**config.mk**
```make
export PLATFORM = sky130hd
export DESIGN_NAME = alu_arbiter
export DESIGN_NICKNAME = d
export VERILOG_FILES = /design/src/rtl/alu_arb_pkg.sv /design/src/rtl/alu_arbiter_arb2.sv /design/src/rtl/alu_arbiter.sv
export SDC_FILE = /design/constraint.sdc
export NUM_CORES = 1
export LEC_CHECK = 0
export BUFFER_PORTS_ARGS = -buffer_cell sky130_fd_sc_hd__buf_4
export CELL_PAD_IN_SITES_DETAIL_PLACEMENT = 1
export CELL_PAD_IN_SITES_GLOBAL_PLACEMENT = 1
export CORE_UTILIZATION = 34
export DETAILED_ROUTE_END_ITERATION = 16
export GPL_TIMING_DRIVEN = 0
export PLACE_DENSITY = 0.84
export SLEW_MARGIN = 20
export SYNTH_ARGS = -nofsm -noshare
export SYNTH_HDL_FRONTEND = slang
export SYNTH_SLANG_ARGS = --single-unit
```
**constraint.sdc**
```tcl
create_clock -name clk -period 2.7 [get_ports clk]
set_input_delay 0.27 -clock clk [delete_from_list [all_inputs] [get_ports clk]]
set_output_delay 0.27 -clock clk [all_outputs]
set_load 0.01 [all_outputs]
```
**src/rtl/alu_arb_pkg.sv**
```systemverilog
// alu_arb_pkg: shared types and constants for the two-requester ALU arbiter.
//   state_t     - arbiter FSM states (IDLE, EXEC, RESP)
//   alu_ctrl_t  - 4-bit ALU control code, with named operation constants
//   NZCV_*      - bit positions of the N, Z, C and V flags in a 4-bit NZCV word
// The flag indices carry an NZCV_ prefix so that they cannot collide with the
// width parameter N used by the modules that import this package.
package alu_arb_pkg;

    typedef enum logic [1:0] {
        IDLE = 2'd0,
        EXEC = 2'd1,
        RESP = 2'd2
    } state_t;

    typedef logic [3:0] alu_ctrl_t;

    localparam alu_ctrl_t ALU_ADD = 4'h0;
    localparam alu_ctrl_t ALU_SUB = 4'h1;
    localparam alu_ctrl_t ALU_AND = 4'h2;
    localparam alu_ctrl_t ALU_ORR = 4'h3;
    localparam alu_ctrl_t ALU_EOR = 4'h4;
    localparam alu_ctrl_t ALU_MOV = 4'h5;

    localparam int unsigned NZCV_N = 3;
    localparam int unsigned NZCV_Z = 2;
    localparam int unsigned NZCV_C = 1;
    localparam int unsigned NZCV_V = 0;

endpackage

```
**src/rtl/alu_arbiter_arb2.sv**
```systemverilog
// arb2: 2-way request arbiter used by alu_arbiter.
// Build option: ALU_ARB_RR_EN selects round-robin (a pointer names the
// preferred requester and moves to the other requester after each grant).
// Without it, requester 0 has fixed priority and no pointer exists.
// Ports:
//   clk, rst_n        clock, asynchronous active-low reset
//   i_req0, i_req1    requests
//   i_en              grants may be issued this cycle
//   o_gnt0, o_gnt1    one-hot grant (both low when i_en is low)
//   o_id              id of the requester that would win
module arb2 (
    input  logic clk,
    input  logic rst_n,
    input  logic i_req0,
    input  logic i_req1,
    input  logic i_en,
    output logic o_gnt0,
    output logic o_gnt1,
    output logic o_id
);

    logic w_id;

`ifdef ALU_ARB_RR_EN
    logic r_ptr;

    always_comb begin
        if (i_req0 && i_req1) begin
            w_id = r_ptr;
        end else begin
            w_id = ~i_req0;
        end
    end

    always_ff @(posedge clk or negedge rst_n) begin
        if (!rst_n) begin
            r_ptr <= 1'b0;
        end else if (i_en && (i_req0 || i_req1)) begin
            r_ptr <= ~w_id;
        end
    end
`else
    // Fixed priority is stateless; clock and reset are intentionally unused.
    logic w_unused_clk_rst;
    assign w_unused_clk_rst = clk ^ rst_n;

    assign w_id = ~i_req0;
`endif

    assign o_gnt0 = i_en && i_req0 && !w_id;
    assign o_gnt1 = i_en && i_req1 && w_id;
    assign o_id   = w_id;

endmodule

```
**src/rtl/alu_arbiter.sv**
```systemverilog
// alu_arbiter: shares one external combinational ALU between two requesters.
// IDLE accepts one request (ready is combinational), EXEC drives the ALU and
// captures its result, RESP holds the response until the winner consumes it.
// Build option: ALU_ARB_RR_EN (round-robin arbitration instead of fixed
// priority to requester 0), handled inside arb2.
// Ports:
//   clk, rst_n                       clock, asynchronous active-low reset
//   reqX_valid/ready/a/b/ctrl/setflags  request channel of requester X
//   rspX_valid/ready                 response handshake of requester X
//   rsp_result, rsp_nzcv             registered ALU result and NZCV
//   alu_a, alu_b, alu_ctrl           operands to the shared ALU (zero unless EXEC)
//   alu_result, alu_nzcv             combinational ALU outputs
//   flags                            architectural NZCV register
//   busy                             high outside IDLE
module alu_arbiter
    import alu_arb_pkg::*;
#(
    parameter int unsigned N = 32
) (
    input  logic         clk,
    input  logic         rst_n,
    input  logic         req0_valid,
    output logic         req0_ready,
    input  logic [N-1:0] req0_a,
    input  logic [N-1:0] req0_b,
    input  logic [3:0]   req0_ctrl,
    input  logic         req0_setflags,
    input  logic         req1_valid,
    output logic         req1_ready,
    input  logic [N-1:0] req1_a,
    input  logic [N-1:0] req1_b,
    input  logic [3:0]   req1_ctrl,
    input  logic         req1_setflags,
    output logic         rsp0_valid,
    input  logic         rsp0_ready,
    output logic         rsp1_valid,
    input  logic         rsp1_ready,
    output logic [N-1:0] rsp_result,
    output logic [3:0]   rsp_nzcv,
    output logic [N-1:0] alu_a,
    output logic [N-1:0] alu_b,
    output logic [3:0]   alu_ctrl,
    input  logic [N-1:0] alu_result,
    input  logic [3:0]   alu_nzcv,
    output logic [3:0]   flags,
    output logic         busy
);

    state_t     r_state, w_state_d;
    logic [N-1:0] r_a, r_b, r_result;
    alu_ctrl_t  r_ctrl;
    logic       r_setflags, r_id;
    logic [3:0] r_nzcv, r_flags;

    logic w_en, w_gnt0, w_gnt1, w_win_id, w_accept, w_rsp_hs;

    // Gating with rst_n keeps ready low while reset is held.
    assign w_en = (r_state == IDLE) && rst_n;

    arb2 u_arb2 (
        .clk    (clk),
        .rst_n  (rst_n),
        .i_req0 (req0_valid),
        .i_req1 (req1_valid),
        .i_en   (w_en),
        .o_gnt0 (w_gnt0),
        .o_gnt1 (w_gnt1),
        .o_id   (w_win_id)
    );

    assign w_accept = w_gnt0 || w_gnt1;
    assign w_rsp_hs = (r_state == RESP) && (r_id ? rsp1_ready : rsp0_ready);

    always_comb begin
        w_state_d = r_state;
        unique case (r_state)
            IDLE:    if (w_accept) w_state_d = EXEC;
            EXEC:    w_state_d = RESP;
            RESP:    if (w_rsp_hs) w_state_d = IDLE;
            default: w_state_d = IDLE;
        endcase
    end

    always_ff @(posedge clk or negedge rst_n) begin
        if (!rst_n) begin
            r_state    <= IDLE;
            r_a        <= '0;
            r_b        <= '0;
            r_ctrl     <= '0;
            r_setflags <= 1'b0;
            r_id       <= 1'b0;
            r_result   <= '0;
            r_nzcv     <= '0;
            r_flags    <= '0;
        end else begin
            r_state <= w_state_d;
            if (w_accept) begin
                r_a        <= w_win_id ? req1_a : req0_a;
                r_b        <= w_win_id ? req1_b : req0_b;
                r_ctrl     <= w_win_id ? req1_ctrl : req0_ctrl;
                r_setflags <= w_win_id ? req1_setflags : req0_setflags;
                r_id       <= w_win_id;
            end
            if (r_state == EXEC) begin
                r_result <= alu_result;
                r_nzcv   <= alu_nzcv;
                if (r_setflags) begin
                    r_flags <= alu_nzcv;
                end
            end
        end
    end

    always_comb begin
        alu_a    = '0;
        alu_b    = '0;
        alu_ctrl = '0;
        if (r_state == EXEC) begin
            alu_a    = r_a;
            alu_b    = r_b;
            alu_ctrl = r_ctrl;
        end
    end

    assign req0_ready = w_gnt0;
    assign req1_ready = w_gnt1;
    assign rsp0_valid = (r_state == RESP) && !r_id;
    assign rsp1_valid = (r_state == RESP) && r_id;
    assign rsp_result = r_result;
    assign rsp_nzcv   = r_nzcv;
    assign flags      = r_flags;
    assign busy       = (r_state != IDLE);

endmodule
```
==> results.py <==
metrics = {
    "status": {
        "run_status": "finished clean",
    },
    "worst_setup_path": {
        "crit_buf_inv": 4,
        "critical_path.slowest_cell": "sky130_fd_sc_hd__dfrtp_1",
        "setup.worst_path.end_class": "output pin",
        "cpLargestDelayFamily": "buffers and inverters",
        "crit_type": "register to output pin",
        "critPathMaxStageDelay_ns": 0.39,
        "critical_path_arrival_ns": 1.96,
        "cp_common_cell": "sky130_fd_sc_hd__buf_2",
        "crit_path_start_kind": "register",
        "path_cells": "nor2b_2, buf_2, buf_2, clkbuf_2, and2_1, buf_4",
        "critPathRequiredTime_ns": 2.43,
        "critical_path_peak_fanout": 10,
    },
    "layout": {
        "final_layout_size_suffix_gt1_share_pct": 73.0,
        "filler_cell_count": 1778,
        "layout-area-overhead-vs-synth_pct": 47.7,
        "finish.net_count": 883,
        "n_antenna_cell": 0,
        "stdcell_count": 928,
    },
    "clocking": {
        "ctsHoldBuffers": 0,
        "cts.htree.levels": 3,
        "postCtsSetupRepairBufs": 0,
        "post_cts_resized": 0,
        "clock_insertion_delay_worst_skew_ns": 0.35,
        "ctsRootBufferMaster": "sky130_fd_sc_hd__clkbuf_16",
        "cts.reportedPaths.clkPinSlew_ns": 0.07,
        "cts-buffers-inserted": 9,
        "clock_sinks": 112,
        "clk_path_buf_depth": 2,
        "tritoncts": "yes",
    },
    "sta": {
        "worst_skew_ns": 0.00915,
        "tightest_pin_transition_ns": 0.897,
        "summed_negative_setup_slack_over_all_endpoints_ns": 0,
        "final_max_slew_viol_count": 0,
        "timing.final.setup_violations": 0,
        "max-slew-margin-rel_pct": 40.2,
        "rsz0062_at_grt": "no",
        "min_period_ns": 2.23,
        "final_min_period_over_clock_period_pct": 82.7,
        "finalHoldViolCount": 0,
        "achievable-frequency_mhz": 448,
        "layout_setup_ws_ns": 0.466,
    },
    "yosys": {
        "synthDistinctLibCells": 20,
        "syn_area_sq_mm": 0.00584,
        "postSynthAreaPerCell_sq_um": 14.6,
        "synth_nets": 581,
        "synthesis.instances": 401,
        "synth_seq_area_share_pct": 48.0,
        "ys.warnings.count": 0,
        "synth.ff_latch_count": 112,
    },
    "power": {
        "sw_frac_of_total_pct": 30.1,
        "p_leak_nw": 4.24,
        "net_load_switching_power_mw": 2.41,
        "comb_power_share_pct": 44.2,
        "powerDensity_mw_per_mm2": 928,
        "clock_power_share_pct": 18.0,
        "internal_power_consumption_mw": 5.60,
        "max-vdd-ir-drop_uv": 399,
        "pwr-share-seq_pct": 37.7,
    },
    "detailed_routing": {
        "drc_violations": 0,
        "detailedRoute.firstPassIterationCount": 4,
        "final_wirelength_microns": 16900,
        "number_of_drc_violations_after_detailed_routing_iteration_0": 56,
        "final_antenna_net_count": 0,
        "vias_per_cell": 4.62,
        "detail_route.wl_per_cell_microns": 18.3,
        "num_vias": 4289,
    },
    "floorplanning": {
        "core-area_sq_mm": 0.0167,
        "die-height_microns": 133,
        "placementRows": 47,
        "die_w_microns": 133,
        "io-pin-count": 293,
        "initial_core_util_pct": 35.0,
        "die_area_sq_mm": 0.0177,
    },
    "placed_design": {
        "routabilityCongestion": 0.796,
        "dp_cells": 912,
        "io_buffer_count": 291,
        "placement.setup.worst_slack_ns": 0.206,
        "dp_hpwl_microns": 13200,
    },
    "flow_run": {
        "max-cap-violations": 0,
    },
    "global_route": {
        "first_global_vias": 4898,
        "antenna_violations_before_repair": 0,
        "grt_start_max_net_pins": 114,
        "grt_util_all_layers_pct": 19.7,
        "gr-total-overflow": 0,
        "global_route_wire_length_before_repair_microns": 26900,
    },
    "min_path": {
        "hp-class": "input pin to asynchronous set/reset pin",
    },
}
==> metal layers <==
layer | part of all wire, % | track usage [%] | routed length (microns) | vias to the layer above
met4 | 1.3 | 5.56 | 223 | 0
li1 | - | - | - | 1983
met3 | 6.5 | 4.48 | 1100 | 17
met2 | 54 | 36.8 | 9150 | 184
met5 | 0 | 0 | 0 | -
met1 | 38 | 22.0 | 6480 | 2105
==> worst paths after layout <==
check,from,to,slack [ns],cells after the start
min in group clk,alu_result[31],rsp_result[31],0.15,2
worst max-delay path,r_state[0],alu_a[0],0.47,6
max in group asynchronous,rst_n,r_a[0],2.04,1
worst min-delay path,rst_n,rsp_result[11],0.03,1
worst min register to register,r_a[22],r_a[22],0.50,1
worst max register to register,r_state[0],r_b[1],1.05,5
==> per-stage QoR <==
| stage | hold WS, ns | cell area [sq um] | util [%] | power, mW |
|---|---|---|---|---|
| 6_report | 0.0265 | 8630 | 51.7 | 8.00 |
| 5_1_grt | 0.105 | 8630 | 51.7 | 8.48 |
| 4_1_cts | 0.111 | 8620 | 51.6 | 8.12 |
| 3_5_place_dp | 0.485 | 8300 | 49.7 | 6.62 |
| 3_3_place_gp | 0.485 | 8300 | 49.7 | 6.43 |
| 2_1_floorplan | -0.0256 | 5840 | - | 5.01 |
==> flip-flops by register name (all words and copies together), names as in the netlist <==
| name | flops |
|---|---|
| r_id | 1 |
| r_ctrl | 4 |
| rsp_nzcv | 4 |
| flags | 4 |
| r_setflags | 1 |
| r_b | 32 |
| rsp_result | 32 |
| r_a | 32 |
| r_state | 2 |
==> cell usage in the layout (no fill, tap or decap), types with 3 or more instances in the layout <==
cell / n
sky130_fd_sc_hd__and2_1: 68
sky130_fd_sc_hd__clkbuf_16: 9
sky130_fd_sc_hd__nor2_1: 3
sky130_fd_sc_hd__mux2_2: 110
sky130_fd_sc_hd__buf_2: 14
sky130_fd_sc_hd__clkbuf_2: 5
sky130_fd_sc_hd__buf_12: 7
sky130_fd_sc_hd__dfrtp_1: 112
sky130_fd_sc_hd__buf_4: 290
sky130_fd_sc_hd__mux2_4: 69
==> cells in the mapped netlist <==
master                     number  area share (%)
sky130_fd_sc_hd__buf_12         7             2.4
sky130_fd_sc_hd__clkbuf_1       1           0.064
sky130_fd_sc_hd__nor3b_2        1            0.21
sky130_fd_sc_hd__clkbuf_2       5            0.43
sky130_fd_sc_hd__inv_1          1           0.064
sky130_fd_sc_hd__mux2_4        69              18
sky130_fd_sc_hd__a21oi_1        1           0.086
sky130_fd_sc_hd__nand2_1        2            0.13
sky130_fd_sc_hd__o21bai_1       1            0.13
sky130_fd_sc_hd__or2_2          1            0.11
sky130_fd_sc_hd__and2_2         1            0.13
sky130_fd_sc_hd__nor2b_2        1            0.15
sky130_fd_sc_hd__buf_2         14             1.2
sky130_fd_sc_hd__and2_1        68             7.3
sky130_fd_sc_hd__o21a_1         1            0.13
sky130_fd_sc_hd__buf_6          1            0.19
sky130_fd_sc_hd__nor2_1         3            0.19
sky130_fd_sc_hd__or2b_2         1            0.15
sky130_fd_sc_hd__dfrtp_1      112              48
sky130_fd_sc_hd__mux2_2       110              21
==> power by group through the flow <==
stage | registers (mW) | clock network [mW] | logic [mW]
floorplan | 3.03 | 0 | 1.98
global placement | 2.95 | 0 | 3.48
detailed placement | 3.04 | 0 | 3.58
CTS | 3.02 | 1.50 | 3.60
global route | 3.12 | 1.55 | 3.80
finish | 3.02 | 1.44 | 3.54
==> cells by family after synthesis <==
| group | Yosys count | share of synthesized area, % |
|---|---|---|
| buf+inv | 29 | 4.35 |
| simple gates | 78 | 8.36 |
| flops | 112 | 48.0 |
| mux | 179 | 39.0 |
| compound gates | 3 | 0.343 |
==> layout make-up <==
cell class | instances | area [sq um] | area share (%)
clock buffer | 11 | 243 | 2.81
clock inverter | 5 | 78.8 | 0.914
timing repair buffer | 291 | 2190 | 25.4
multi-input combinational | 260 | 2780 | 32.3
inverter | 1 | 3.75 | 0.0435
sequential | 112 | 2800 | 32.5
buffer | 28 | 250 | 2.90
tap | 220 | 275 | 3.19
==> worst register-to-register path, cell delays in order, from the launching register on <==
cell	delay (ns)
sky130_fd_sc_hd__dfrtp_1	0.41
sky130_fd_sc_hd__nor3b_2	0.25
sky130_fd_sc_hd__o21a_1	0.17
sky130_fd_sc_hd__buf_6	0.20
sky130_fd_sc_hd__buf_12	0.18
sky130_fd_sc_hd__mux2_4	0.32
(Power assumes the default switching activity.)
